**src/rtl/wb_ctrl_pipe_pkg.sv**
```systemverilog
`default_nettype none
// +----------------------------------------------------------------------------+
// | wb_ctrl_pkg                                                                |
// | Shared types for the writeback control pipe: opcodes, wb_sel, stage entry. |
// | Revision: 1.0                                                              |
// +----------------------------------------------------------------------------+
package wb_ctrl_pkg;

  localparam logic [6:0] c_op_reg    = 7'b0110011;
  localparam logic [6:0] c_op_imm    = 7'b0010011;
  localparam logic [6:0] c_op_load   = 7'b0000011;
  localparam logic [6:0] c_op_store  = 7'b0100011;
  localparam logic [6:0] c_op_branch = 7'b1100011;
  localparam logic [6:0] c_op_lui    = 7'b0110111;
  localparam logic [6:0] c_op_auipc  = 7'b0010111;
  localparam logic [6:0] c_op_jal    = 7'b1101111;
  localparam logic [6:0] c_op_jalr   = 7'b1100111;

  typedef enum logic [1:0] {
    WB_MEM = 2'b00,
    WB_ALU = 2'b01,
    WB_PC4 = 2'b10
  } wb_sel_e;

  typedef struct packed {
    logic       valid;
    logic       wen;
    logic       load;
    logic       illegal;
    wb_sel_e    sel;
    logic [4:0] rd;
  } stage_t;

  // Empty slots must look like a harmless ALU no-op to everything downstream.
  function automatic stage_t present_entry(input stage_t e);
    stage_t v;
    v = e;
    if (!e.valid) begin
      v.wen     = 1'b0;
      v.load    = 1'b0;
      v.illegal = 1'b0;
      v.sel     = WB_ALU;
      v.rd      = 5'd0;
    end
    return v;
  endfunction

endpackage
`default_nettype wire

```
**src/rtl/wb_ctrl_pipe_if.sv**
```systemverilog
`default_nettype none
// +----------------------------------------------------------------------------+
// | wb_ctrl_pipe_if                                                            |
// | Decode-side inputs and writeback/hazard outputs of the control pipe.      |
// | Revision: 1.0                                                              |
// +----------------------------------------------------------------------------+
interface wb_ctrl_pipe_if #(
  parameter int DEPTH = 3,
  parameter int NREG  = 32
);
  logic [31:0]        inst_i;
  logic               inst_valid_i;
  logic               stall_i;
  logic               flush_i;
  logic [1:0]         wb_sel_o;
  logic               reg_wen_o;
  logic [4:0]         wb_rd_o;
  logic               illegal_o;
  logic [DEPTH-1:0]   stage_wen_o;
  logic [5*DEPTH-1:0] stage_rd_o;
  logic [DEPTH-1:0]   stage_load_o;
  logic [NREG-1:0]    busy_o;
  logic               load_use_o;

  modport master (
    output inst_i, inst_valid_i, stall_i, flush_i,
    input  wb_sel_o, reg_wen_o, wb_rd_o, illegal_o, stage_wen_o,
           stage_rd_o, stage_load_o, busy_o, load_use_o
  );

  modport slave (
    input  inst_i, inst_valid_i, stall_i, flush_i,
    output wb_sel_o, reg_wen_o, wb_rd_o, illegal_o, stage_wen_o,
           stage_rd_o, stage_load_o, busy_o, load_use_o
  );
endinterface
`default_nettype wire

```
**src/rtl/wb_ctrl_pipe_dec.sv**
```systemverilog
`default_nettype none
// +----------------------------------------------------------------------------+
// | wb_ctrl_dec                                                                |
// | Combinational RV32I decode of writeback control and source usage.         |
// | Revision: 1.0                                                              |
// +----------------------------------------------------------------------------+
module wb_ctrl_dec
  import wb_ctrl_pkg::*;
(
  input  wire logic [31:0] inst,
  output wb_sel_e          sel,
  output logic             wen,
  output logic             load,
  output logic             illegal,
  output logic [4:0]       rd,
  output logic             use_rs1,
  output logic             use_rs2
);

  logic [6:0] w_opcode;
  logic [2:0] w_funct3;
  logic [6:0] w_funct7;
  logic       w_wen;

  assign w_opcode = inst[6:0];
  assign w_funct3 = inst[14:12];
  assign w_funct7 = inst[31:25];
  assign rd       = inst[11:7];
  assign wen      = w_wen && (inst[11:7] != 5'd0);

  always_comb begin
    sel     = WB_ALU;
    w_wen   = 1'b0;
    load    = 1'b0;
    illegal = 1'b0;
    use_rs1 = 1'b0;
    use_rs2 = 1'b0;
    case (w_opcode)
      c_op_reg: begin
        use_rs1 = 1'b1;
        use_rs2 = 1'b1;
        case ({w_funct7, w_funct3})
          10'h000, 10'h001, 10'h002, 10'h003, 10'h004,
          10'h005, 10'h006, 10'h007, 10'h100, 10'h105: w_wen = 1'b1;
          default: illegal = 1'b1;
        endcase
      end
      c_op_imm: begin
        use_rs1 = 1'b1;
        w_wen   = 1'b1;
      end
      c_op_load: begin
        use_rs1 = 1'b1;
        case (w_funct3)
          3'b000, 3'b001, 3'b010, 3'b100, 3'b101: begin
            sel   = WB_MEM;
            w_wen = 1'b1;
            load  = 1'b1;
          end
          default: illegal = 1'b1;
        endcase
      end
      c_op_store: begin
        use_rs1 = 1'b1;
        use_rs2 = 1'b1;
        if (w_funct3 <= 3'b010) sel = WB_MEM;
        else                    illegal = 1'b1;
      end
      c_op_branch: begin
        use_rs1 = 1'b1;
        use_rs2 = 1'b1;
        sel     = WB_MEM;
      end
      c_op_lui, c_op_auipc: w_wen = 1'b1;
      c_op_jal: begin
        sel   = WB_PC4;
        w_wen = 1'b1;
      end
      c_op_jalr: begin
        use_rs1 = 1'b1;
        sel     = WB_PC4;
        w_wen   = 1'b1;
      end
      default: illegal = 1'b1;
    endcase
  end

endmodule
`default_nettype wire

```
**src/rtl/wb_ctrl_pipe.sv**
```systemverilog
`default_nettype none
// +----------------------------------------------------------------------------+
// | wb_ctrl_pipe                                                               |
// | Writeback control shift pipe with busy bitmap and load-use detection.     |
// | Revision: 1.0                                                              |
// +----------------------------------------------------------------------------+
module wb_ctrl_pipe
  import wb_ctrl_pkg::*;
#(
  parameter int DEPTH        = 3,
  parameter int FLUSH_STAGES = 2,
  parameter int NREG         = 32
) (
  input  wire logic         clk,
  input  wire logic         rst_n,
  wb_ctrl_pipe_if.slave     bus
);

  wb_sel_e    w_dec_sel;
  logic       w_dec_wen;
  logic       w_dec_load;
  logic       w_dec_illegal;
  logic [4:0] w_dec_rd;
  logic       w_use_rs1;
  logic       w_use_rs2;

  stage_t          w_cap;
  stage_t          w_shift [DEPTH];
  stage_t          w_view  [DEPTH];
  stage_t          r_stage [DEPTH];
  logic [NREG-1:0] w_busy;
  logic [4:0]      w_rs1;
  logic [4:0]      w_rs2;

  wb_ctrl_dec u_dec (
    .inst    (bus.inst_i),
    .sel     (w_dec_sel),
    .wen     (w_dec_wen),
    .load    (w_dec_load),
    .illegal (w_dec_illegal),
    .rd      (w_dec_rd),
    .use_rs1 (w_use_rs1),
    .use_rs2 (w_use_rs2)
  );

  always_comb begin
    w_cap = '0;
    if (bus.inst_valid_i) begin
      w_cap.valid   = 1'b1;
      w_cap.wen     = w_dec_wen;
      w_cap.load    = w_dec_load;
      w_cap.illegal = w_dec_illegal;
      w_cap.sel     = w_dec_sel;
      w_cap.rd      = w_dec_rd;
    end
  end

  always_comb begin
    w_shift[0] = w_cap;
    for (int k = 1; k < DEPTH; k++) begin
      w_shift[k] = r_stage[k-1];
    end
  end

  // Flush beats stall for the young stages; older stages only move on !stall.
  always_ff @(posedge clk or negedge rst_n) begin
    if (!rst_n) begin
      for (int k = 0; k < DEPTH; k++) begin
        r_stage[k] <= '0;
      end
    end else begin
      for (int k = 0; k < DEPTH; k++) begin
        if (bus.flush_i && (k < FLUSH_STAGES)) begin
          r_stage[k] <= '0;
        end else if (!bus.stall_i) begin
          r_stage[k] <= w_shift[k];
        end
      end
    end
  end

  always_comb begin
    for (int k = 0; k < DEPTH; k++) begin
      w_view[k] = present_entry(r_stage[k]);
    end
  end

  generate
    for (genvar k = 0; k < DEPTH; k++) begin : g_out
      assign bus.stage_wen_o[k]        = w_view[k].wen;
      assign bus.stage_load_o[k]       = w_view[k].load;
      assign bus.stage_rd_o[5*k +: 5]  = w_view[k].rd;
    end
  endgenerate

  assign bus.wb_sel_o  = w_view[DEPTH-1].sel;
  assign bus.reg_wen_o = w_view[DEPTH-1].wen;
  assign bus.wb_rd_o   = w_view[DEPTH-1].rd;
  assign bus.illegal_o = w_view[DEPTH-1].illegal;

  // Register 0 is never reported busy since its writes are always suppressed.
  always_comb begin
    w_busy = '0;
    for (int r = 1; r < NREG; r++) begin
      for (int k = 0; k < DEPTH; k++) begin
        if (w_view[k].wen && (int'(w_view[k].rd) == r)) begin
          w_busy[r] = 1'b1;
        end
      end
    end
  end

  assign bus.busy_o = w_busy;

  assign w_rs1 = bus.inst_i[19:15];
  assign w_rs2 = bus.inst_i[24:20];

  assign bus.load_use_o = bus.inst_valid_i && w_view[0].load &&
                          (w_view[0].rd != 5'd0) &&
                          ((w_use_rs1 && (w_rs1 == w_view[0].rd)) ||
                           (w_use_rs2 && (w_rs2 == w_view[0].rd)));

endmodule
`default_nettype wire

```
**src/flat_wrapper.sv**
```systemverilog
// flat-port wrapper written by rule: the top's interface ports become plain ports
module wb_ctrl_pipe_flat import wb_ctrl_pkg::*;
#(
  parameter int DEPTH        = 3,
  parameter int FLUSH_STAGES = 2,
  parameter int NREG         = 32
)
  (clk, rst_n, bus_inst_i, bus_inst_valid_i, bus_stall_i, bus_flush_i, bus_wb_sel_o, bus_reg_wen_o, bus_wb_rd_o, bus_illegal_o, bus_stage_wen_o, bus_stage_rd_o, bus_stage_load_o, bus_busy_o, bus_load_use_o);
  wb_ctrl_pipe_if #(.DEPTH(DEPTH), .NREG(NREG)) bus_i ();
  input  wire logic clk;
  input  wire logic rst_n;
  input wire logic [$bits(bus_i.inst_i)-1:0] bus_inst_i;
  input wire logic [$bits(bus_i.inst_valid_i)-1:0] bus_inst_valid_i;
  input wire logic [$bits(bus_i.stall_i)-1:0] bus_stall_i;
  input wire logic [$bits(bus_i.flush_i)-1:0] bus_flush_i;
  output wire logic [$bits(bus_i.wb_sel_o)-1:0] bus_wb_sel_o;
  output wire logic [$bits(bus_i.reg_wen_o)-1:0] bus_reg_wen_o;
  output wire logic [$bits(bus_i.wb_rd_o)-1:0] bus_wb_rd_o;
  output wire logic [$bits(bus_i.illegal_o)-1:0] bus_illegal_o;
  output wire logic [$bits(bus_i.stage_wen_o)-1:0] bus_stage_wen_o;
  output wire logic [$bits(bus_i.stage_rd_o)-1:0] bus_stage_rd_o;
  output wire logic [$bits(bus_i.stage_load_o)-1:0] bus_stage_load_o;
  output wire logic [$bits(bus_i.busy_o)-1:0] bus_busy_o;
  output wire logic [$bits(bus_i.load_use_o)-1:0] bus_load_use_o;
  assign bus_i.inst_i = bus_inst_i;
  assign bus_i.inst_valid_i = bus_inst_valid_i;
  assign bus_i.stall_i = bus_stall_i;
  assign bus_i.flush_i = bus_flush_i;
  assign bus_wb_sel_o = bus_i.wb_sel_o;
  assign bus_reg_wen_o = bus_i.reg_wen_o;
  assign bus_wb_rd_o = bus_i.wb_rd_o;
  assign bus_illegal_o = bus_i.illegal_o;
  assign bus_stage_wen_o = bus_i.stage_wen_o;
  assign bus_stage_rd_o = bus_i.stage_rd_o;
  assign bus_stage_load_o = bus_i.stage_load_o;
  assign bus_busy_o = bus_i.busy_o;
  assign bus_load_use_o = bus_i.load_use_o;
  wb_ctrl_pipe #(.DEPTH(DEPTH), .FLUSH_STAGES(FLUSH_STAGES), .NREG(NREG)) u_core (.clk(clk), .rst_n(rst_n), .bus(bus_i));
endmodule
```
**config.mk**
```make
export PLATFORM = sky130hd
export DESIGN_NAME = wb_ctrl_pipe_flat
export DESIGN_NICKNAME = d
export VERILOG_FILES = /design/src/rtl/wb_ctrl_pipe_pkg.sv /design/src/rtl/wb_ctrl_pipe_if.sv /design/src/rtl/wb_ctrl_pipe_dec.sv /design/src/rtl/wb_ctrl_pipe.sv /design/src/flat_wrapper.sv
export SDC_FILE = /design/constraint.sdc
export NUM_CORES = 1
export LEC_CHECK = 0
export ABC_AREA = 1
export CAP_MARGIN = 5
export CORE_ASPECT_RATIO = 1.25
export CORE_MARGIN = 2
export CORE_UTILIZATION = 50
export DETAILED_ROUTE_END_ITERATION = 8
export PLACE_DENSITY_LB_ADDON = 0.05
export REMOVE_ABC_BUFFERS = 1
export SYNTH_ARGS = -nofsm -noshare
export SYNTH_HDL_FRONTEND = slang
export SYNTH_SLANG_ARGS = --single-unit
```
**constraint.sdc**
```tcl
create_clock -name clk -period 2.05 [get_ports clk]
set_input_delay 0.3075 -clock clk [delete_from_list [all_inputs] [get_ports clk]]
set_output_delay 0.3075 -clock clk [all_outputs]
set_load 0.01 [all_outputs]
```
==> summary.txt <==
Outcome
  – Status: complete, but fails checks
  – Failing checks: negative setup slack

Yosys
  – Seq/Total Area, Yosys: 29.06%
  – Syn Area/Cell: 5.969 sq um
  – Post-synthesis mux area share: 0%
  – Xor/xnor share of the synthesized area: 1.233%
  – Synth warnings: 0
  – Ys flop type: dfrtp_1
  – Synth top area cells: dfrtp_1, nand2_1, nor2_1, inv_1, nand3_1
  – Main combinational cell family by area after synthesis: simple AND/OR/NAND/NOR gates
  – Post-synth top area cell: dfrtp_1
  – Netlist cell types: 31
  – Post-Synthesis Cells: 476
  – Synth Area in Adders: 0%
  – Cell area after synthesis: 0.002841 sq mm
  – Synth Register Bits: 33
  – Simple-gate share of the synthesized area: 41.39%
  – Complex-gate fraction of the synthesized area: 13.65%
  – Post-synth EDFFs: 0
  – Post-synth ARST share: 100.0%
  – Synth top area share: 29.06%

Route
  – DRT Pass-1 Iters: 7
  – # DRC: 0
  – Wire per inst: 13.68 um
  – Final ANT Viol Nets: 0
  – Vias per cell: 5.356
  – Wirelength, routed: 9.151 mm
  – Vias: 3583
  – DR iter-0 viols: 230

Layout
  – # diodes: 0
  – Fillers: 420
  – Commonest non-fill, non-tap cell in the layout: nand2_1
  – Area growth, synth to finish: 50.37%
  – Biggest regs: u_core.r_stage x33
  – Reg with most FFs: u_core.r_stage
  – Total Nets Final: 641
  – Final Core Density: 78.51%
  – Finished Layout Cells: 669
  – Share of cells above drive strength 1: 25.62%
  – Most frequent cells in the layout: nand2_1, clkdlybuf4s50_1, inv_1
  – Max FFs per register: 33

Setup path
  – Critical-path top delay cell: dfrtp_2
  – Worst EP arrival: 1.75 ns
  – WP data required: 1.74 ns
  – R2R depth: 4
  – Slowest stage delay, CP: 0.43 ns
  – R2r setup slk: 1.05 ns
  – Critical path launch point type: flip-flop
  – WS Path Type: reg -> out
  – R2R Path Start: u_core.r_stage[21]
  – Worst Path Max Fanout: 6
  – Reg2Reg Capture Point: u_core.r_stage[21]
  – CP cell instances: buf_6 > nand2_8 > nor2_4 > inv_2 > nor3_2 > buf_4 > nand2_1 > nand3_1 > clkdlybuf4s15_2
  – CP Capture Type: output pin

STA
  – Hold_ws: 0.4261 ns
  – Worst setup margin: -0.007160 ns
  – RSZ-0062 raised after global routing: yes
  – Max-slew violations: 0
  – Setup violations, final: 1
  – Layout Skew: 0.005982 ns
  – Final Hold Fails: 0
  – Final worst-path cycle share: 100.3%
  – Max Clk Rate: 486.1 MHz
  – Minimum clock period: 2.057 ns

Run
  – Max Cap Viol: 0

Clock tree
  – CTS sink cnt: 33
  – CTS Buf Count: 5
  – CTS H-tree lvls: 2
  – Root Buffer: clkbuf_8
  – CTS Buffer Depth: 2
  – CTS clk-pin slew, worst paths: 0.07 ns
  – CTS tree: yes
  – Clk Latency, worst-skew pair: 0.29 ns

Power and ir drop
  – Int Pwr: 1080 uW
  – Power Dens Cells: 354.1 mW/mm^2
  – Register share of total power: 48.0%
  – Switching Share: 28.60%
  – Power Total: 1513 uW
  – Psw: 432.8 uW
  – Leakage: 0.002130 uW
  – Comb pwr share: 21.5%
  – Peak VDD IR: 758.0 uV
  – Clock power frac: 30.5%

Global routing
  – Vias in the first global route: 3328
  – GRT overflow: 0
  – Antenna violations before repair: 0
  – GRT Total Usage: 29.36%
  – Largest net degree at the start of global routing: 34
  – First-pass GRT wire length: 14.75 mm

Placement
  – Dpl hpwl: 7.149 mm
  – Post-Place Cells: 659
  – GP Congestion: 0.9626
  – Place WS: -0.2769 ns
  – PortBufs: 98

Floorplan
  – FP Rows: 30
  – Initial Util: 52.21%
  – Die width: 71.43 um
  – Io pins: 100
  – Core Footprint: 0.005443 sq mm
  – Die height: 88.29 um
  – Die ar.: 0.006306 sq mm

Min path
  – Worst hold path class: in -> async
[kinds of logic (layout without fill, tap and decap cells)]
group	Yosys count	in the layout
AOI/OAI and AO/OA	64	64
buffers and inverters	97	226
DFF	33	33
and+or+nand+nor	277	277
other	1	1
xor gates and xnor gates	4	4
[layer usage]
layer  wire [um]  global-route usage, %  vias to the layer above
met5           0                      0                        -
met2        4845                  52.44                      158
li1            -                      -                     1741
met1        3369                  34.17                     1639
met3         630                  4.556                       45
met4         306                  14.58                        0
[area by class of cell]
| class | count | area [sq um] | area share, % |
|---|---|---|---|
| multi-input cells | 346 | 1792 | 41.93 |
| repair buffers | 142 | 1199 | 28.05 |
| flip-flops and latches | 33 | 832.0 | 19.47 |
| inverters | 76 | 287.8 | 6.735 |
| well taps | 64 | 80.08 | 1.874 |
| clock buffers | 6 | 72.57 | 1.698 |
| clock inverters | 2 | 10.01 | 0.2343 |
[worst max-delay path: cells and delay by family, from the launching register on]
family,cells,cell delay [ns]
buffers and inverters,4,0.59
and+or+nand+nor,5,0.44
DFF,1,0.43
[worst max-delay path by stage]
stage,cells after the start,from,slack (ns),end
2_1_floorplan,4,u_core.r_stage[32],0.17,bus_busy_o[17]
3_3_place_gp,8,bus_inst_i[1],-0.27,bus_load_use_o
3_5_place_dp,9,bus_inst_i[3],-0.28,bus_load_use_o
4_1_cts,9,u_core.r_stage[32],-0.009,bus_busy_o[29]
5_1_grt,6,u_core.r_stage[32],-0.09,bus_busy_o[15]
6_report,9,u_core.r_stage[32],-0.007,bus_busy_o[29]
[power groups by stage]
| stage | Sequential [uW] | Combinational (uW) | Clock (uW) |
|---|---|---|---|
| finish | 726 | 325 | 462 |
| floorplan | 725 | 116 | 0 |
| global route | 730 | 359 | 500 |
| CTS | 720 | 314 | 473 |
| global placement | 727 | 295 | 0 |
| detailed placement | 729 | 304 | 0 |
[cell usage after synthesis, types with 2 or more instances]
cell type,count
nor2_2,6
o211ai_1,7
clkbuf_1,5
o21ai_0,25
buf_2,6
nand3_1,36
o221ai_1,8
nor3_1,6
nand2_1,158
nand2_2,8
inv_2,24
dfrtp_1,33
buf_4,9
o21ai_1,3
nor2_1,53
nor2_4,2
or2_0,2
inv_1,52
xor2_1,3
nand4_1,2
a21oi_1,14
o22ai_1,2
a22o_1,3
nand2_4,2
[what timing repair did]
item,in CTS,in global routing
pin swaps,2,2
buffers inserted,1,1
resized for setup,86,62
endpoints found under the setup margin,33,33
hold buffers,0,0
[metrics by stage]
stage	cell area [sq um]	TNS (ns)
finish	4273	-0.007160
floorplan	2714	0
global route	4273	-0.5692
CTS	4235	-0.03779
global placement	4090	-1.339
detailed placement	4090	-1.527
Power figures use the tool's default switching activity.
==> RTL edit, RTL diff (same settings) <==
`NREG` is set to 32 in 3 places; all go to 64.
--- a/src/rtl/wb_ctrl_pipe_if.sv
+++ b/src/rtl/wb_ctrl_pipe_if.sv
@@ -6,7 +6,7 @@
 // +----------------------------------------------------------------------------+
 interface wb_ctrl_pipe_if #(
   parameter int DEPTH = 3,
-  parameter int NREG  = 32
+  parameter int NREG  = 64
 );
   logic [31:0]        inst_i;
   logic               inst_valid_i;
--- a/src/rtl/wb_ctrl_pipe.sv
+++ b/src/rtl/wb_ctrl_pipe.sv
@@ -9,7 +9,7 @@
 #(
   parameter int DEPTH        = 3,
   parameter int FLUSH_STAGES = 2,
-  parameter int NREG         = 32
+  parameter int NREG         = 64
 ) (
   input  wire logic         clk,
   input  wire logic         rst_n,
--- a/src/flat_wrapper.sv
+++ b/src/flat_wrapper.sv
@@ -3,7 +3,7 @@
 #(
   parameter int DEPTH        = 3,
   parameter int FLUSH_STAGES = 2,
-  parameter int NREG         = 32
+  parameter int NREG         = 64
 )
   (clk, rst_n, bus_inst_i, bus_inst_valid_i, bus_stall_i, bus_flush_i, bus_wb_sel_o, bus_reg_wen_o, bus_wb_rd_o, bus_illegal_o, bus_stage_wen_o, bus_stage_rd_o, bus_stage_load_o, bus_busy_o, bus_load_use_o);
   wb_ctrl_pipe_if #(.DEPTH(DEPTH), .NREG(NREG)) bus_i ();
Interface: changed (resized bus_busy_o); port bits go from 100 to 132. The function was not compared with the original's and may differ.
==> RTL edit against the unedited design <==
Critical path depth fell by 2. Sequential cell count did not move. Final area rose by 6.4%. Count of clock-buffer cells in the layout rose by 1. Worst setup slack improved by 0.019 ns. Global-route usage fell by 0.066 points. Non-clock buffer count rose by 16. Maximum frequency rose by 0.95%. Clock power rose by 4.8%. Via count rose by 4.9%. Wire length rose by 12%. Total power rose by 3.3%. Synthesized area rose by 8.7%. Largest cell class unchanged. Largest power group unchanged.
==> RTL edit: results (changes against the unedited design) <==
* Status: finished clean
* Vias/cell at 4.96 (-7.3%)
* Yosys warnings at 0 (unchanged)
* Biggest registers after layout: u_core.r_stage x33
* Vias in the first global route at 3478 (+4.5%)
* Synth Area in XOR/XNOR at 0.00851 (-0.00382)
* Final Instance Count excl. Fillers at 757 (+13%)
* Area after DPL at 4340 µm² (+6.1%)
* Sequential cell area fraction in the yosys report at 0.267 (-0.0233)
* Largest net degree at the start of global routing at 45 (+32%)
* Detailed placement HPWL at 7970 µm (+11%)
* Syn Inst Count at 529 (+11%)
* H-tree levels at 2 (unchanged)
* Root Buffer: clkbuf_8
* Clock skew at 0.00300 ns (-0.00298 ns)
* Netlist cell types at 25 (-19%)
* WHS at 0.448 ns (+0.0214 ns)
* Post-Place Worst Slack at -0.280 ns (-0.00333 ns)
* CP arrival at 1.73 ns (-0.02 ns)
* Worst-path clk slew at 0.06 ns
* Maximum VDD drop at 0.564 mV (-26%)
* Mux share of post-synthesis cell area at 0 (unchanged)
* Minimum clock period at 2.04 ns (-0.0194 ns)
* R2R Setup Slk at 1.03 ns (-0.02 ns)
* DRT Pass-1 Iters at 5 (-2)
* Routability cong. at 0.956 (-0.73%)
* FF-to-FF Start: u_core.r_stage[10]
* Largest cells by area after synthesis: dfrtp_1 27%, nand2_1 22%, buf_4 10%
* Leakage power at 2.41 nW (+13%)
* Synth Area in Compound Gates at 0.110 (-0.0267)
* Worst-case reg-to-reg path depth at 4 (unchanged)
* Layout cells sized above 1 at 0.207 (-0.0494)
* GRT Resource Usage Total at 0.293 (-0.000661)
* Global-route wire length before repair at 15700 µm (+6.7%)
* Async SR Flop Fraction at 1.00 (unchanged)
* Placed cell count at 743 (+13%)
* Final #Nets at 709 (+11%)
* Starting DRC count in detailed routing at 257 (+12%)
* Crit-path max FO at 5 (-1)
* WL per Instance at 13.5 µm (-1.4%)
* Most frequent cells after synthesis: 181 x nand2_1, 81 x inv_1, 69 x nor2_1, 43 x buf_4, 38 x nand3_1
[RTL edit: what timing repair did]
action / in CTS / in global routing
buffers inserted: 3 / 3
resized for setup: 105 / 42
pin swaps: 2 / 3
setup endpoints to repair: 32 / 31
hold buffers: 0 / 0
cloned: 1 / 0
[RTL edit: cell families after synthesis]
logic type,after synthesis
compound gates,57
xor+xnor,3
buf+inv,135
flops,33
other cells,1
simple gates,300
[RTL edit: final cells by class]
type	instances	area, µm²
Clock buffer	7	86.3
Timing Repair Buffer	158	1380
Multi-Input combinational cell	393	1840
Tap cell	85	106
Sequential cell	33	831
Fill cell	528	1540
Inverter	81	304
[RTL edit: worst max-delay path: stages, from the launching register on]
cell,delay [ns]
dfrtp_2,0.43
buf_4,0.16
nand2_4,0.06
nor2_4,0.11
buf_4,0.11
inv_1,0.12
o211ai_1,0.27
buf_2,0.18
[RTL edit: layer usage]
layer	vias up	part of all wire	GRT usage
li1	1842	-	-
met1	1690	0.36	0.318
met2	198	0.56	0.564
met3	27	0.065	0.0297
met4	0	0.024	0.104
met5	-	0	0
[RTL edit: final timing paths]
path                                            to
worst max-delay path                 bus_busy_o[1]
worst min-delay path            u_core.r_stage[16]
worst max register to register  u_core.r_stage[10]
worst min register to register   u_core.r_stage[8]
min in group clk                 u_core.r_stage[8]
max in group asynchronous       u_core.r_stage[22]
[RTL edit: power breakdown]
| group | leakage (nW) | internal [mW] | switching, mW |
|---|---|---|---|
| clock network | 0.0443 | 0.266 | 0.218 |
| registers | 0.437 | 0.687 | 0.0336 |
| logic | 1.93 | 0.162 | 0.196 |
| total | 2.41 | 1.12 | 0.447 |
